$ cat src/rtl/la_pkg.sv
// la_pkg: shared encodings for the logic-analyser capture engine.
//   - trigger mode encodings driven on la_capture_core.mode
//   - capture FSM state type
package la_pkg;

    localparam logic [1:0] LA_MODE_LEVEL = 2'd0;
    localparam logic [1:0] LA_MODE_RISE  = 2'd1;
    localparam logic [1:0] LA_MODE_FALL  = 2'd2;
    localparam logic [1:0] LA_MODE_IMM   = 2'd3;

    typedef enum logic [2:0] {
        IDLE      = 3'd0,
        PREFILL   = 3'd1,
        WAIT_TRIG = 3'd2,
        POST      = 3'd3,
        DONE      = 3'd4
    } la_state_e;

endpackage

$ cat src/rtl/la_trig_eval.sv
// la_trig_eval: combinational trigger condition for one strobed sample.
// Ports:
//   sample     - probe value being strobed this cycle
//   prev       - previously strobed sample (edge reference)
//   mode       - LA_MODE_* encoding
//   mask/value - level-mode compare mask and required values
//   chan       - channel watched by the edge modes
//   edge_valid - prev holds a real sample from the current capture
//   fire       - trigger condition true for this sample
module la_trig_eval
    import la_pkg::*;
#(
    parameter int CHANNELS = 8,
    parameter int CW       = 3
) (
    input  logic [CHANNELS-1:0] sample,
    input  logic [CHANNELS-1:0] prev,
    input  logic [1:0]          mode,
    input  logic [CHANNELS-1:0] mask,
    input  logic [CHANNELS-1:0] value,
    input  logic [CW-1:0]       chan,
    input  logic                edge_valid,
    output logic                fire
);

    logic cur_bit;
    logic prv_bit;

    always_comb begin
        cur_bit = sample[chan];
        prv_bit = prev[chan];
        fire    = 1'b0;
        case (mode)
            LA_MODE_LEVEL: fire = (((sample ^ value) & mask) == '0);
            LA_MODE_RISE:  fire = edge_valid & ~prv_bit &  cur_bit;
            LA_MODE_FALL:  fire = edge_valid &  prv_bit & ~cur_bit;
            default:       fire = 1'b1;
        endcase
    end

endmodule

$ cat src/rtl/la_capture_core.sv
// la_capture_core: pre-triggered capture engine for the tiny logic analyser.
// Samples `probe` every div+1 cycles into a DEPTH-word circular buffer,
// keeps PRE samples ahead of the trigger and reads back oldest-first.
// Ports:
//   clk, rst_n           - clock, async active-low reset
//   probe                - synchronised signals under test
//   arm, abort           - single-cycle start / cancel pulses
//   mode                 - trigger mode (LA_MODE_*)
//   trig_mask/trig_value - level trigger compare
//   trig_chan            - edge trigger channel
//   div                  - sample period minus one
//   rd_addr / rd_data    - readout index (0 = oldest) / registered word
//   busy, triggered, done - capture status
module la_capture_core
    import la_pkg::*;
#(
    parameter int CHANNELS = 8,
    parameter int DEPTH    = 16,
    parameter int PRE      = 4
) (
    input  logic                                            clk,
    input  logic                                            rst_n,
    input  logic [CHANNELS-1:0]                             probe,
    input  logic                                            arm,
    input  logic                                            abort,
    input  logic [1:0]                                      mode,
    input  logic [CHANNELS-1:0]                             trig_mask,
    input  logic [CHANNELS-1:0]                             trig_value,
    input  logic [((CHANNELS > 1) ? $clog2(CHANNELS) : 1)-1:0] trig_chan,
    input  logic [7:0]                                      div,
    input  logic [$clog2(DEPTH)-1:0]                        rd_addr,
    output logic [CHANNELS-1:0]                             rd_data,
    output logic                                            busy,
    output logic                                            triggered,
    output logic                                            done
);

    localparam int AW     = $clog2(DEPTH);
    localparam int CW     = (CHANNELS > 1) ? $clog2(CHANNELS) : 1;
    localparam int POST_N = DEPTH - PRE - 1;
    localparam int CNTW   = AW + 1;
    localparam logic [CNTW-1:0] PRE_LAST  = CNTW'((PRE > 0) ? PRE - 1 : 0);
    localparam logic [CNTW-1:0] POST_LAST = CNTW'((POST_N > 0) ? POST_N - 1 : 0);

    la_state_e           state, state_nxt;
    logic [7:0]          presc;
    logic                strobe;
    logic                start;
    logic                fire;
    logic                hit;
    logic [AW-1:0]       wr_ptr;
    logic [AW-1:0]       trig_ptr;
    logic [AW-1:0]       rd_idx;
    logic [CNTW-1:0]     cnt;
    logic [CHANNELS-1:0] prev_sample;
    logic                edge_valid;
    logic [CHANNELS-1:0] mem [DEPTH];

    assign busy   = (state == PREFILL) || (state == WAIT_TRIG) || (state == POST);
    assign done   = (state == DONE);
    // abort takes priority, so a simultaneous arm never starts a capture
    assign start  = arm && !abort && ((state == IDLE) || (state == DONE));
    assign strobe = busy && (presc == 8'd0);
    assign hit    = (state == WAIT_TRIG) && strobe && fire;
    // oldest retained sample sits PRE words behind the trigger sample
    assign rd_idx = trig_ptr - AW'(PRE) + rd_addr;

    la_trig_eval #(
        .CHANNELS (CHANNELS),
        .CW       (CW)
    ) u_trig (
        .sample     (probe),
        .prev       (prev_sample),
        .mode       (mode),
        .mask       (trig_mask),
        .value      (trig_value),
        .chan       (trig_chan),
        .edge_valid (edge_valid),
        .fire       (fire)
    );

    always_comb begin
        state_nxt = state;
        case (state)
            IDLE, DONE: if (start) state_nxt = (PRE == 0) ? WAIT_TRIG : PREFILL;
            PREFILL:    if (strobe && cnt == PRE_LAST) state_nxt = WAIT_TRIG;
            WAIT_TRIG:  if (hit) state_nxt = (POST_N == 0) ? DONE : POST;
            POST:       if (strobe && cnt == POST_LAST) state_nxt = DONE;
            default:    state_nxt = IDLE;
        endcase
        if (abort) state_nxt = IDLE;
    end

    always_ff @(posedge clk or negedge rst_n) begin
        if (!rst_n) begin
            state       <= IDLE;
            presc       <= 8'd0;
            wr_ptr      <= '0;
            trig_ptr    <= '0;
            cnt         <= '0;
            prev_sample <= '0;
            edge_valid  <= 1'b0;
            triggered   <= 1'b0;
            rd_data     <= '0;
        end else begin
            state   <= state_nxt;
            rd_data <= mem[rd_idx];

            if (abort || start) triggered <= 1'b0;
            else if (hit)       triggered <= 1'b1;

            // loading zero makes the very next cycle a strobe
            if (start)     presc <= 8'd0;
            else if (busy) presc <= (presc == 8'd0) ? div : presc - 8'd1;

            if (start) begin
                edge_valid <= 1'b0;
                cnt        <= '0;
            end else if (strobe) begin
                wr_ptr      <= wr_ptr + AW'(1);
                prev_sample <= probe;
                edge_valid  <= 1'b1;
                // WAIT_TRIG zeroes the count so POST starts from 0
                cnt <= (state == WAIT_TRIG) ? '0 : cnt + CNTW'(1);
            end

            if (hit) trig_ptr <= wr_ptr;
        end
    end

    // sample buffer: no reset, contents only meaningful once done
    always_ff @(posedge clk) begin
        if (strobe) mem[wr_ptr] <= probe;
    end

endmodule

$ cat config.mk
export PLATFORM = sky130hd
export DESIGN_NAME = la_capture_core
export DESIGN_NICKNAME = d
export VERILOG_FILES = /design/src/rtl/la_pkg.sv /design/src/rtl/la_trig_eval.sv /design/src/rtl/la_capture_core.sv
export SDC_FILE = /design/constraint.sdc
export NUM_CORES = 1
export LEC_CHECK = 0
export ABC_AREA = 1
export CORE_MARGIN = 2
export CORE_UTILIZATION = 55
export CTS_CLUSTER_SIZE = 24
export DETAILED_ROUTE_END_ITERATION = 10
export GPL_ROUTABILITY_DRIVEN = 0
export GPL_TIMING_DRIVEN = 0
export PLACE_DENSITY = 0.76
export SETUP_SLACK_MARGIN = 0.4
export SYNTH_ARGS = -nofsm -noshare
export SYNTH_HDL_FRONTEND = slang
export SYNTH_HIERARCHICAL = 1
export SYNTH_SLANG_ARGS = --single-unit
$ cat constraint.sdc
create_clock -name clk -period 2.8 [get_ports clk]
set_input_delay 0.56 -clock clk [delete_from_list [all_inputs] [get_ports clk]]
set_output_delay 0.56 -clock clk [all_outputs]
set_load 0.01 [all_outputs]
==> impl_metrics.sql <==
INSERT INTO impl_metrics (metric_group, metric, value, unit) VALUES
('outcome', 'status', 'finished, violations left', ''),
('outcome', 'violations', 'hold timing', ''),
('yosys', 'post-synth-top-area-fraction', '50.58', '%'),
('routing', 'routed_wl', '17.92', 'mm'),
('yosys', 'synth-warning-count', '6', ''),
('placed_design', 'io_buffers', '54', ''),
('timing', 'hold_slack', '-0.004613', 'ns'),
('routing', 'drtPass1Iterations', '5', ''),
('yosys', 'post_synth.cell_area_avg', '10.48', 'um2'),
('yosys', 'synth_seq_cells', '170', ''),
('global_route', 'grt_overflow_total', '0', ''),
('timing', 'report.final.hold_viol_count', '6', ''),
('critical_path', 'critical_path_cell_count', '10', ''),
('timing', 'tightestPinTransition', '0.7043', 'ns'),
('power_and_ir_drop', 'report.power.total', '7.121', 'mW'),
('global_route', 'grt_first_pass_wirelength', '27.78', 'mm'),
('yosys', 'yosysMostFrequentCell', 'sky130_fd_sc_hd__nor2_1', ''),
('floorplanning', 'num_io_pins', '56', ''),
('timing', 'finalSetupTns', '0', 'ns'),
('floorplanning', 'dieHeight', '121.6', 'um'),
('yosys', 'synthesis.area', '7600', 'um2'),
('yosys', 'synth_top_cell_by_area', 'sky130_fd_sc_hd__edfxtp_1', ''),
('critical_path', 'ff2ff_setup_slack', '0.40', 'ns'),
('critical_path', 'endpoint_kind', 'flop', ''),
('yosys', 'synth.yosys.seq_area_share', '64.41', '%'),
('critical_path', 'largest_stage_delay_on_the_critical_path', '0.41', 'ns'),
('critical_path', 'crit_path_cell_trace', 'ha_4 -> ha_4 -> inv_2 -> fa_2 -> xor2_4 -> xnor2_4 -> clkinvlp_4 -> buf_4 -> o21ai_2 -> o21ai_1', ''),
('routing', 'routed_via_density', '5.762', ''),
('power_and_ir_drop', 'power.density_cell_area', '781.5', 'nW/um2'),
('yosys', 'postSynth.asyncResetShare', '24.71', '%'),
('critical_path', 'critical_path.slowest_cell', 'sky130_fd_sc_hd__dfrtp_1', ''),
('timing', 'max_clock_freq', '0.4175', 'GHz'),
('yosys', 'synthTopCellsByArea', 'sky130_fd_sc_hd__edfxtp_1, sky130_fd_sc_hd__dfrtp_1, sky130_fd_sc_hd__nor2_1', ''),
('cells_and_area', 'drive_gt1_share', '14.06', '%'),
('global_route', 'grt_use_total', '25.35', '%'),
('yosys', 'synth-edff-count', '128', ''),
('cts', 'maximum_count_of_clock_buffers_along_a_single_path', '2', ''),
('timing', 'worst_clock_skew', '0.007282', 'ns'),
('routing', 'route.detailed.wl_per_inst', '18.02', 'um'),
('yosys', 'syn-num-nets', '783', ''),
('critical_path', 'sum_of_buffers_and_inverters_on_the_critical_path', '3', ''),
('yosys', 'netlist_top_cells_count', 'sky130_fd_sc_hd__nor2_1, sky130_fd_sc_hd__edfxtp_1, sky130_fd_sc_hd__nand2_1', ''),
('yosys', 'netlist_instances', '725', ''),
('critical_path', 'r2r_cells', '10', ''),
('critical_path', 'worstSetupStartpointType', 'flop', ''),
('floorplanning', 'dieWidth', '121.6', 'um'),
('routing', 'drc_errors', '0', ''),
('routing', 'vias', '5727', ''),
('timing', 'post-route-min-period', '2.395', 'ns'),
('yosys', 'synth.distinct_cells', '36', ''),
('power_and_ir_drop', 'leakage_component_of_the_power', '3.482', 'nW'),
('timing', 'slew_viol_final', '0', ''),
('critical_path', 'crit_path_max_fanout', '6', ''),
('cts', 'cts-root-buf', 'sky130_fd_sc_hd__clkbuf_16', ''),
('critical_path', 'critical_path_class', 'reg -> reg', ''),
('power_and_ir_drop', 'p_comb_share', '25.7', '%'),
('global_route', 'grt_start_max_net_pins', '35', ''),
('power_and_ir_drop', 'p_sw', '2.283', 'mW'),
('cells_and_area', 'fillCellCount', '994', ''),
('flow_run', 'drv.max_cap_violation_count', '0', ''),
('power_and_ir_drop', 'share_of_total_power_consumed_by_net_switching', '32.06', '%'),
('timing', 'final_min_period_over_clock_period', '85.54', '%'),
('critical_path', 'required', '3.12', 'ns'),
('global_route', 'grt_pass1_vias', '5521', ''),
('power_and_ir_drop', 'clock_power_share', '30.9', '%'),
('floorplanning', 'design.die.area', '14770', 'um2'),
('critical_path', 'crit_path_frequent_cell', 'sky130_fd_sc_hd__ha_4', ''),
('cells_and_area', 'regArea', '4896', 'um2'),
('cts', 'ctsHtreeMaxLevel', '4', ''),
('cts', 'worst_setup_hold_path_clk_slew', '0.07', 'ns'),
('power_and_ir_drop', 'internal_power_consumption', '4.838', 'mW');
==> stage by stage <==
stage / util, % / setup WS [ns] / std cells
2_1_floorplan: - / 0.4396 / 725
3_3_place_gp: 62.64 / -0.4772 / 955
3_5_place_dp: 62.75 / -0.5790 / 956
4_1_cts: 67.78 / 0.3058 / 992
5_1_grt: 68.27 / 0.3395 / 994
6_report: 68.27 / 0.4048 / 994
==> final cells by class <==
class | count | area share [%]
Timing Repair Buffer | 61 | 6.234
Tap cell | 176 | 2.417
Buffer | 25 | 1.401
Multi-Input combinational cell | 474 | 27.72
Clock buffer | 21 | 4.943
Clock inverter | 11 | 1.071
Sequential cell | 170 | 53.73
Inverter | 56 | 2.485
==> path summary, 6_finish.rpt <==
check	to	from
worst min-delay path	rd_data[3]$_DFF_PN0_	rst_n
worst max-delay path	rd_data[3]$_DFF_PN0_	trig_ptr[1]$_DFFE_PN0P_
worst min register to register	prev_sample[2]$_DFFE_PN0P_	prev_sample[2]$_DFFE_PN0P_
min in group clk	prev_sample[2]$_DFFE_PN0P_	prev_sample[2]$_DFFE_PN0P_
max in group asynchronous	state[2]$_DFFE_PN0P_	rst_n
worst max register to register	rd_data[3]$_DFF_PN0_	trig_ptr[1]$_DFFE_PN0P_
==> layer usage <==
layer  up-vias  share of wire [%]  track usage, %
met5         -                  0               0
met4         0                2.0           11.06
met3        40                8.3           6.227
met2       282                 51           43.50
met1      2762                 39           30.60
li1       2643                  -               -
==> flip-flops by register name, summed over array words and instances, names as in the netlist <==
name         cells
cnt              5
edge_valid       1
mem            128
presc            8
prev_sample      8
rd_data          8
state            3
trig_ptr         4
triggered        1
wr_ptr           4
==> power by group through the flow <==
stage	clock, mW	combinational (mW)	sequential, mW
floorplan	0	1.13	3.12
global placement	0	1.65	3.12
detailed placement	0	1.73	3.14
CTS	2.21	1.77	3.09
global route	2.31	2.03	3.12
finish	2.20	1.83	3.09
==> repair_timing <==
action / CTS / global route
gates cloned: 0 / 0
setup endpoints to repair: 99 / 92
gates resized for setup: 40 / 43
buffers inserted: 4 / 2
pin swaps: 8 / 8
==> kinds of logic (layout without fill, tap and decap cells) <==
| family | count (synthesis) | count (layout) | synth area share [%] |
|---|---|---|---|
| fa+ha+maj | 13 | 13 | 2.239 |
| buf+inv | 81 | 174 | 4.379 |
| flops | 170 | 170 | 64.41 |
| simple gates | 307 | 307 | 17.16 |
| xor+xnor | 12 | 12 | 1.482 |
| compound gates | 142 | 142 | 10.34 |
==> cell usage in the layout, fill, tap and decap left out, types with 4 or more instances in the layout <==
| cell type | netlist | layout |
|---|---|---|
| sky130_fd_sc_hd__nor2_4 | 2 | 5 |
| sky130_fd_sc_hd__edfxtp_1 | 128 | 128 |
| sky130_fd_sc_hd__inv_2 | 5 | 7 |
| sky130_fd_sc_hd__nor2_1 | 134 | 118 |
| sky130_fd_sc_hd__nand3_1 | 41 | 38 |
| sky130_fd_sc_hd__clkinv_2 | 0 | 5 |
| sky130_fd_sc_hd__nor2_2 | 2 | 15 |
| sky130_fd_sc_hd__o21ai_0 | 99 | 94 |
| sky130_fd_sc_hd__dfrtp_1 | 42 | 41 |
| sky130_fd_sc_hd__nand2_1 | 110 | 110 |
| sky130_fd_sc_hd__clkdlybuf4s50_1 | 0 | 42 |
| sky130_fd_sc_hd__clkbuf_2 | 0 | 13 |
| sky130_fd_sc_hd__buf_2 | 8 | 10 |
| sky130_fd_sc_hd__o22ai_1 | 4 | 4 |
| sky130_fd_sc_hd__o21ai_1 | 7 | 9 |
| sky130_fd_sc_hd__xor2_1 | 8 | 7 |
| sky130_fd_sc_hd__a21oi_1 | 4 | 4 |
| sky130_fd_sc_hd__clkbuf_16 | 0 | 17 |
| sky130_fd_sc_hd__inv_1 | 48 | 45 |
| sky130_fd_sc_hd__o211ai_1 | 27 | 27 |
| sky130_fd_sc_hd__buf_4 | 1 | 6 |
| sky130_fd_sc_hd__ha_1 | 12 | 8 |
| sky130_fd_sc_hd__or2_1 | 5 | 5 |
| sky130_fd_sc_hd__clkbuf_1 | 14 | 10 |
| sky130_fd_sc_hd__nand2_2 | 4 | 4 |
No activity file was read; power rests on OpenSTA's default activity.
